`config.mk`:
```
export PLATFORM = sky130hd
export DESIGN_NAME = gcd_lcm_engine_flat
export DESIGN_NICKNAME = d
export VERILOG_FILES = /design/src/rtl/gcd_lcm_if.sv /design/src/rtl/gcd_lcm_engine.sv /design/src/flat_wrapper.sv
export SDC_FILE = /design/constraint.sdc
export NUM_CORES = 2
export LEC_CHECK = 0
export CAP_MARGIN = 20
export CORE_MARGIN = 2
export CORE_UTILIZATION = 45
export DETAILED_ROUTE_END_ITERATION = 10
export GPL_TIMING_DRIVEN = 0
export PLACE_DENSITY = 0.65
export SYNTH_ARGS = -nofsm -noshare
export SYNTH_HDL_FRONTEND = slang
export SYNTH_SLANG_ARGS = --single-unit
```
`constraint.sdc`:
```
create_clock -name clk -period 11.1 [get_ports clk]
set_input_delay 2.22 -clock clk [delete_from_list [all_inputs] [get_ports clk]]
set_output_delay 2.22 -clock clk [all_outputs]
set_load 0.03 [all_outputs]
```
`src/rtl/gcd_lcm_if.sv`:
```
// Request/response bundle between the register wrapper and gcd_lcm_engine.
`timescale 1ns/1ps
interface gcd_lcm_if #(
  parameter int WIDTH = 32,
  parameter int CNT_W = 16
);
  logic                 start;
  logic                 mode;
  logic [WIDTH-1:0]     a;
  logic [WIDTH-1:0]     b;
  logic                 busy;
  logic                 done;
  logic [2*WIDTH-1:0]   result;
  logic [CNT_W-1:0]     cycles;

  modport master (
    output start, mode, a, b,
    input  busy, done, result, cycles
  );

  modport slave (
    input  start, mode, a, b,
    output busy, done, result, cycles
  );
endinterface

```
`src/rtl/gcd_lcm_engine.sv`:
```
// Multi-cycle binary GCD engine with optional LCM via
// restoring divide and shift-add multiply.
`timescale 1ns/1ps
module gcd_lcm_engine #(
  parameter int WIDTH = 32,
  parameter int CNT_W = 16
) (
  input  logic      clk,
  input  logic      RST,
  gcd_lcm_if.slave  bus
);

  localparam int KW = $clog2(WIDTH) + 1;
  localparam int SW = $clog2(WIDTH);

  localparam logic [2:0] S_IDLE   = 3'd0;
  localparam logic [2:0] S_STRIP  = 3'd1;
  localparam logic [2:0] S_REDUCE = 3'd2;
  localparam logic [2:0] S_DIV    = 3'd3;
  localparam logic [2:0] S_MUL    = 3'd4;
  localparam logic [2:0] S_DONE   = 3'd5;

  localparam logic [SW-1:0] LAST_STEP = SW'(WIDTH - 1);

  logic [2:0]         state_q,  state_d;
  logic [WIDTH-1:0]   a_q,      a_d;
  logic [WIDTH-1:0]   b_q,      b_d;
  logic               mode_q,   mode_d;
  logic [WIDTH-1:0]   u_q,      u_d;
  logic [WIDTH-1:0]   v_q,      v_d;
  logic [KW-1:0]      k_q,      k_d;
  logic [WIDTH-1:0]   g_q,      g_d;
  logic [WIDTH-1:0]   rem_q,    rem_d;
  logic [WIDTH-1:0]   quo_q,    quo_d;
  logic [2*WIDTH-1:0] mcand_q,  mcand_d;
  logic [WIDTH-1:0]   mplier_q, mplier_d;
  logic [2*WIDTH-1:0] acc_q,    acc_d;
  logic [SW-1:0]      step_q,   step_d;
  logic [2*WIDTH-1:0] result_q, result_d;
  logic               busy_q,   busy_d;
  logic               done_q,   done_d;
  logic [CNT_W-1:0]   cycles_q, cycles_d;

  logic [CNT_W-1:0]   cnt_inc;
  logic [WIDTH-1:0]   g_nx;
  logic [WIDTH-1:0]   rem_lo;
  logic               rem_ge;
  logic [WIDTH-1:0]   quo_nx;
  logic [2*WIDTH-1:0] prod_nx;

  always_comb begin
    cnt_inc = (cycles_q == {CNT_W{1'b1}}) ? cycles_q
                                          : cycles_q + 1'b1;
    g_nx    = u_q << k_q;
    // The shifted-out remainder MSB means the partial
    // remainder already exceeds any WIDTH-bit divisor.
    rem_lo  = {rem_q[WIDTH-2:0], quo_q[WIDTH-1]};
    rem_ge  = rem_q[WIDTH-1] | (rem_lo >= g_q);
    quo_nx  = {quo_q[WIDTH-2:0], rem_ge};
    prod_nx = acc_q + (mplier_q[0] ? mcand_q
                                   : {2*WIDTH{1'b0}});
  end

  always_comb begin
    state_d  = state_q;
    a_d      = a_q;
    b_d      = b_q;
    mode_d   = mode_q;
    u_d      = u_q;
    v_d      = v_q;
    k_d      = k_q;
    g_d      = g_q;
    rem_d    = rem_q;
    quo_d    = quo_q;
    mcand_d  = mcand_q;
    mplier_d = mplier_q;
    acc_d    = acc_q;
    step_d   = step_q;
    result_d = result_q;
    busy_d   = busy_q;
    done_d   = done_q;
    cycles_d = cycles_q;

    unique case (state_q)
      S_IDLE, S_DONE: begin
        if (bus.start) begin
          a_d      = bus.a;
          b_d      = bus.b;
          mode_d   = bus.mode;
          cycles_d = CNT_W'(1);
          done_d   = 1'b0;
          if (bus.a == '0 || bus.b == '0) begin
            state_d  = S_DONE;
            done_d   = 1'b1;
            result_d = bus.mode ? {2*WIDTH{1'b0}}
                     : {{WIDTH{1'b0}}, bus.a | bus.b};
          end else begin
            state_d = S_STRIP;
            busy_d  = 1'b1;
            u_d     = bus.a;
            v_d     = bus.b;
            k_d     = '0;
          end
        end
      end

      S_STRIP: begin
        cycles_d = cnt_inc;
        if (!u_q[0] && !v_q[0]) begin
          u_d = u_q >> 1;
          v_d = v_q >> 1;
          k_d = k_q + 1'b1;
        end else begin
          state_d = S_REDUCE;
        end
      end

      S_REDUCE: begin
        cycles_d = cnt_inc;
        if (u_q == v_q) begin
          g_d = g_nx;
          if (mode_q) begin
            state_d = S_DIV;
            rem_d   = '0;
            quo_d   = a_q;
            step_d  = '0;
          end else begin
            state_d  = S_DONE;
            busy_d   = 1'b0;
            done_d   = 1'b1;
            result_d = {{WIDTH{1'b0}}, g_nx};
          end
        end else if (!u_q[0]) begin
          u_d = u_q >> 1;
        end else if (!v_q[0]) begin
          v_d = v_q >> 1;
        end else if (u_q > v_q) begin
          u_d = (u_q - v_q) >> 1;
        end else begin
          v_d = (v_q - u_q) >> 1;
        end
      end

      S_DIV: begin
        cycles_d = cnt_inc;
        rem_d    = rem_ge ? rem_lo - g_q : rem_lo;
        quo_d    = quo_nx;
        step_d   = step_q + 1'b1;
        if (step_q == LAST_STEP) begin
          state_d  = S_MUL;
          mcand_d  = {{WIDTH{1'b0}}, quo_nx};
          mplier_d = b_q;
          acc_d    = '0;
          step_d   = '0;
        end
      end

      S_MUL: begin
        cycles_d = cnt_inc;
        acc_d    = prod_nx;
        mcand_d  = mcand_q << 1;
        mplier_d = mplier_q >> 1;
        step_d   = step_q + 1'b1;
        if (step_q == LAST_STEP) begin
          state_d  = S_DONE;
          busy_d   = 1'b0;
          done_d   = 1'b1;
          result_d = prod_nx;
          step_d   = '0;
        end
      end

      default: begin
        state_d = S_IDLE;
        busy_d  = 1'b0;
        done_d  = 1'b0;
      end
    endcase
  end

  always_ff @(posedge clk) begin
    if (RST) begin
      state_q  <= S_IDLE;
      a_q      <= '0;
      b_q      <= '0;
      mode_q   <= 1'b0;
      u_q      <= '0;
      v_q      <= '0;
      k_q      <= '0;
      g_q      <= '0;
      rem_q    <= '0;
      quo_q    <= '0;
      mcand_q  <= '0;
      mplier_q <= '0;
      acc_q    <= '0;
      step_q   <= '0;
      result_q <= '0;
      busy_q   <= 1'b0;
      done_q   <= 1'b0;
      cycles_q <= '0;
    end else begin
      state_q  <= state_d;
      a_q      <= a_d;
      b_q      <= b_d;
      mode_q   <= mode_d;
      u_q      <= u_d;
      v_q      <= v_d;
      k_q      <= k_d;
      g_q      <= g_d;
      rem_q    <= rem_d;
      quo_q    <= quo_d;
      mcand_q  <= mcand_d;
      mplier_q <= mplier_d;
      acc_q    <= acc_d;
      step_q   <= step_d;
      result_q <= result_d;
      busy_q   <= busy_d;
      done_q   <= done_d;
      cycles_q <= cycles_d;
    end
  end

  assign bus.busy   = busy_q;
  assign bus.done   = done_q;
  assign bus.result = result_q;
  assign bus.cycles = cycles_q;

endmodule

```
`src/flat_wrapper.sv`:
```
// flat-port wrapper written by rule: the top's interface ports become plain ports
module gcd_lcm_engine_flat 
#(
  parameter int WIDTH = 32,
  parameter int CNT_W = 16
)
  (clk, RST, bus_start, bus_mode, bus_a, bus_b, bus_busy, bus_done, bus_result, bus_cycles);
  gcd_lcm_if #(.WIDTH(WIDTH), .CNT_W(CNT_W)) bus_i ();
  input  logic clk;
  input  logic RST;
  input wire logic [$bits(bus_i.start)-1:0] bus_start;
  input wire logic [$bits(bus_i.mode)-1:0] bus_mode;
  input wire logic [$bits(bus_i.a)-1:0] bus_a;
  input wire logic [$bits(bus_i.b)-1:0] bus_b;
  output wire logic [$bits(bus_i.busy)-1:0] bus_busy;
  output wire logic [$bits(bus_i.done)-1:0] bus_done;
  output wire logic [$bits(bus_i.result)-1:0] bus_result;
  output wire logic [$bits(bus_i.cycles)-1:0] bus_cycles;
  assign bus_i.start = bus_start;
  assign bus_i.mode = bus_mode;
  assign bus_i.a = bus_a;
  assign bus_i.b = bus_b;
  assign bus_busy = bus_i.busy;
  assign bus_done = bus_i.done;
  assign bus_result = bus_i.result;
  assign bus_cycles = bus_i.cycles;
  gcd_lcm_engine #(.WIDTH(WIDTH), .CNT_W(CNT_W)) u_core (.clk(clk), .RST(RST), .bus(bus_i));
endmodule
```
==> impl_results.md <==
* Seq/Total Area, Yosys at 31.8%
* Status: finished, final reports clean
* Max-slew violations at 0
* Hpwl dp at just over 90000 um
* Die span in y at 263 um
* RSZ-0062 raised after global routing: no
* Drc violations at 0
* I/O pin total at 150
* Multi-input logic area at 19000 um^2
* Critical Path Fanout Max at 10
* Total gr overflow at 0
* Biggest area consumer among synthesized cells: dfxtp_1
* Post-Synthesis Cells at ~3900
* Vias per cell at 6.08
* First-pass GRT wire length at around 170000 um
* Number of setup buffers added after CTS at 0
* # rows at 95
* Primary FF master, synth: dfxtp_1
* Skew final at between 0.02 and 0.03 ns
* Synth warn at 0
* Slew @ Worst Pin at between 1 and 1.5 ns
* CTS max path bufs at 3
* DR WL/cell at between 20 and 25 um
* Routed Antenna Nets at 0
* Starting Density at 45.3%
* Initial DRC count at around 3500
* Synthesized cell area at 30300 um^2
* Startpoint types: flop
* CTS Buf Count at 56
* Filler Cell Count at approximately 6700
* CP dominant cell by count: clkbuf_1
* Seq. cell area at 9630 um^2
* Final hold violation count at 0
* Post-synth top area share at 31.8%
* Setup crit start: u_core.mplier_q[0]
* Post-Synth Simple-Gate Area at approximately a fifth
* Compound-gate portion of the synthesized area at 26.5%
* Share of cells above drive strength 1 at 5.73%
* Most common cell in the netlist: nand2_1
* Multiplexer share of the synthesized area at 3.84%
* MaxCap Viol Count at 0
* DR pass1 iterations at 9
* Clock-pin transition on the worst setup and hold timing paths at 0.06 ns
* Die X at 263 um
* Critical path endpoint category: flop
* Resize count post-CTS at 0
* Die Area at 69400 um^2
* Final setup fails at 0
* Root Driver: clkbuf_16
* Setup Crit Path Kind: reg -> reg
* Critical-path cell list: clkbuf_1 -> clkbuf_1 -> and2_1 -> ha_1 -> inv_1 -> fa_1 -> nor2b_1 -> o2111ai_1 -> a21oi_1 -> a221oi_2 -> o31ai_1 -> nand2_1 -> a211oi_1 -> or2_2 -> mux2i_1 -> a32o_1
* Crit Reg-Reg Startpoint: u_core.mplier_q[0]
* Syn Area/Cell at slightly below 8 um^2
* CTS tree: built
* Largest net degree at the start of global routing at 17
* Worst min path class: reg -> reg
* End of the critical path: u_core.acc_q[58]
* Synth Register Bits at between 400 and 500
* Clock tree sinks at roughly 480
* Crit share post-route at 47.6%
* Initial antenna violation count at 4
* Worst r2r path cells at 16
* Synth Area in XOR/XNOR at 4.19%
* Max Fclk at ~0.19 GHz
* GRT Util Overall at 32.0%
* Commonest cells post-synth: 636 x nand2_1, 481 x dfxtp_1, 433 x nor2_1
* Critical Path RT at 11.68 ns
* Number of synthesized flops with an enable pin at 0
* CTS H-tree depth at 2
* IO Port Bufs at 147
* DR vias at 30700
* Asr flop ratio synth at 0%
* Design Power at 8670 uW
* Synth Area in Adders at 7.00%
* Vias in the first global route at about 29000
* Leading cell types by total area after synthesis: dfxtp_1 32%, nand2_1 7.9%, ha_1 6.7%, a21oi_1 5.8%, nor2_1 5.4%
* Reg-to-reg setup timing slack at approximately 5.8 ns
* Max-Slew Margin vs Limit at 18.7%
* NumNets Final at 4364
* P&R area growth vs syn at 14.9%
* Hold-fix buffers, CTS at 0
* Final setup TNS at 0 ns
* Crit path time final at 5.28 ns
* Final GP Congestion at 1.00
* Routed wire length at 115000 um
* P_leak at between 0.01 and 0.015 uW
* Synth cell types at 92
* Core Area at approximately 67000 um^2
* Slowest-stage cell, CP: o31ai_1
* CP max stage delay at about 0.67 ns
* Largest family of logic cells by synthesized area: compound AO/OA/AOI/OAI gates
* Net count after synthesis at 4157
* RR Endpoint: u_core.acc_q[58]
* WP data arrival at 5.86 ns
* Worst-Skew Late Latency at 0.66 ns
* Max VDD drop at 226 uV
* PwrDens at 249 nW/um^2
worst min path at each step:
stage / startpoint / end / slack, ns / cells after the start
after floorplan: u_core.acc_q[52] / u_core.acc_q[52] / 0.43 / 2
after global placement: u_core.bus.result[49] / u_core.bus.result[49] / 0.44 / 2
after detailed placement: u_core.bus.result[54] / u_core.bus.result[54] / 0.44 / 2
after CTS: u_core.b_q[24] / u_core.b_q[24] / 0.46 / 2
after global routing: u_core.b_q[19] / u_core.b_q[19] / 0.47 / 2
final: u_core.a_q[27] / u_core.a_q[27] / 0.45 / 2
through the flow:
| step | std cells | worst slack (ns) | util [%] | hold WS, ns | cell area, um^2 |
|---|---|---|---|---|---|
| after global placement | 4942 | 5.56 | 49.1 | 0.437 | 32800 |
| after floorplan | 3922 | 7.04 | - | 0.426 | 30300 |
| final | 5047 | 5.82 | 52.0 | 0.454 | 34800 |
| after CTS | 5046 | 5.97 | 52.0 | 0.456 | 34800 |
| after detailed placement | 4944 | 5.57 | 49.1 | 0.442 | 32900 |
| after global routing | 5046 | 5.60 | 52.0 | 0.472 | 34800 |
layer usage:
layer	part of all wire [%]	track usage (%)
met1	44	43.7
met3	9.5	7.46
met5	0.042	0
met2	41	47.9
met4	4.9	14.1
cell usage in the layout, fill, tap and decap left out, types with 64 or more instances in the layout:
cell | Yosys | final
nand2_1 | 636 | 636
dfxtp_1 | 481 | 481
nor2_1 | 433 | 433
a21oi_1 | 348 | 348
clkbuf_1 | 192 | 200
o21ai_0 | 182 | 182
ha_1 | 163 | 163
clkdlybuf4s50_1 | 0 | 147
inv_1 | 134 | 134
a311oi_1 | 99 | 99
a211oi_1 | 94 | 94
a21o_1 | 92 | 92
xnor2_1 | 89 | 89
and2_1 | 83 | 83
a22oi_1 | 64 | 64
logic make-up after synthesis:
logic type	Yosys count
adders and majority gates	167
and+or+nand+nor	1458
buffers and inverters	406
AOI/OAI and AO/OA	1189
muxes	76
xor gates and xnor gates	145
DFF	481
power breakdown:
group,internal (uW),switching [uW]
combinational,1660,2760
clock,1130,822
sequential,1960,344
cell type report:
class	instances	share of cell area, %
multi-input combinational	3035	54.6
clock inverter	30	1.09
antenna	1	0.00719
buffer	271	3.32
timing repair buffer	149	4.29
tap	873	3.14
inverter	135	1.46
clock buffer	72	4.43
sequential	481	27.7
sequential cells by signal (all words and copies together), names as in the netlist:
name / count
u_core.mplier_q: 32
u_core.state_q: 3
u_core.quo_q: 32
u_core.bus.result: 64
u_core.g_q: 32
u_core.v_q: 32
u_core.mcand_q: 64
u_core.mode_q: 1
u_core.b_q: 32
u_core.u_q: 32
u_core.bus.busy: 1
u_core.bus.done: 1
u_core.k_q: 6
u_core.step_q: 5
u_core.rem_q: 32
u_core.a_q: 32
u_core.acc_q: 64
u_core.bus.cycles: 16
worst max-delay path, delay by kind of cell, from the launching register on:
family | cells | cell delay (ns)
mux | 1 | 0.26
fa+ha+maj | 2 | 0.63
simple gates | 4 | 0.95
compound gates | 6 | 1.82
flops | 1 | 0.47
buf+inv | 3 | 1.07
Power figures use the tool's default switching activity.
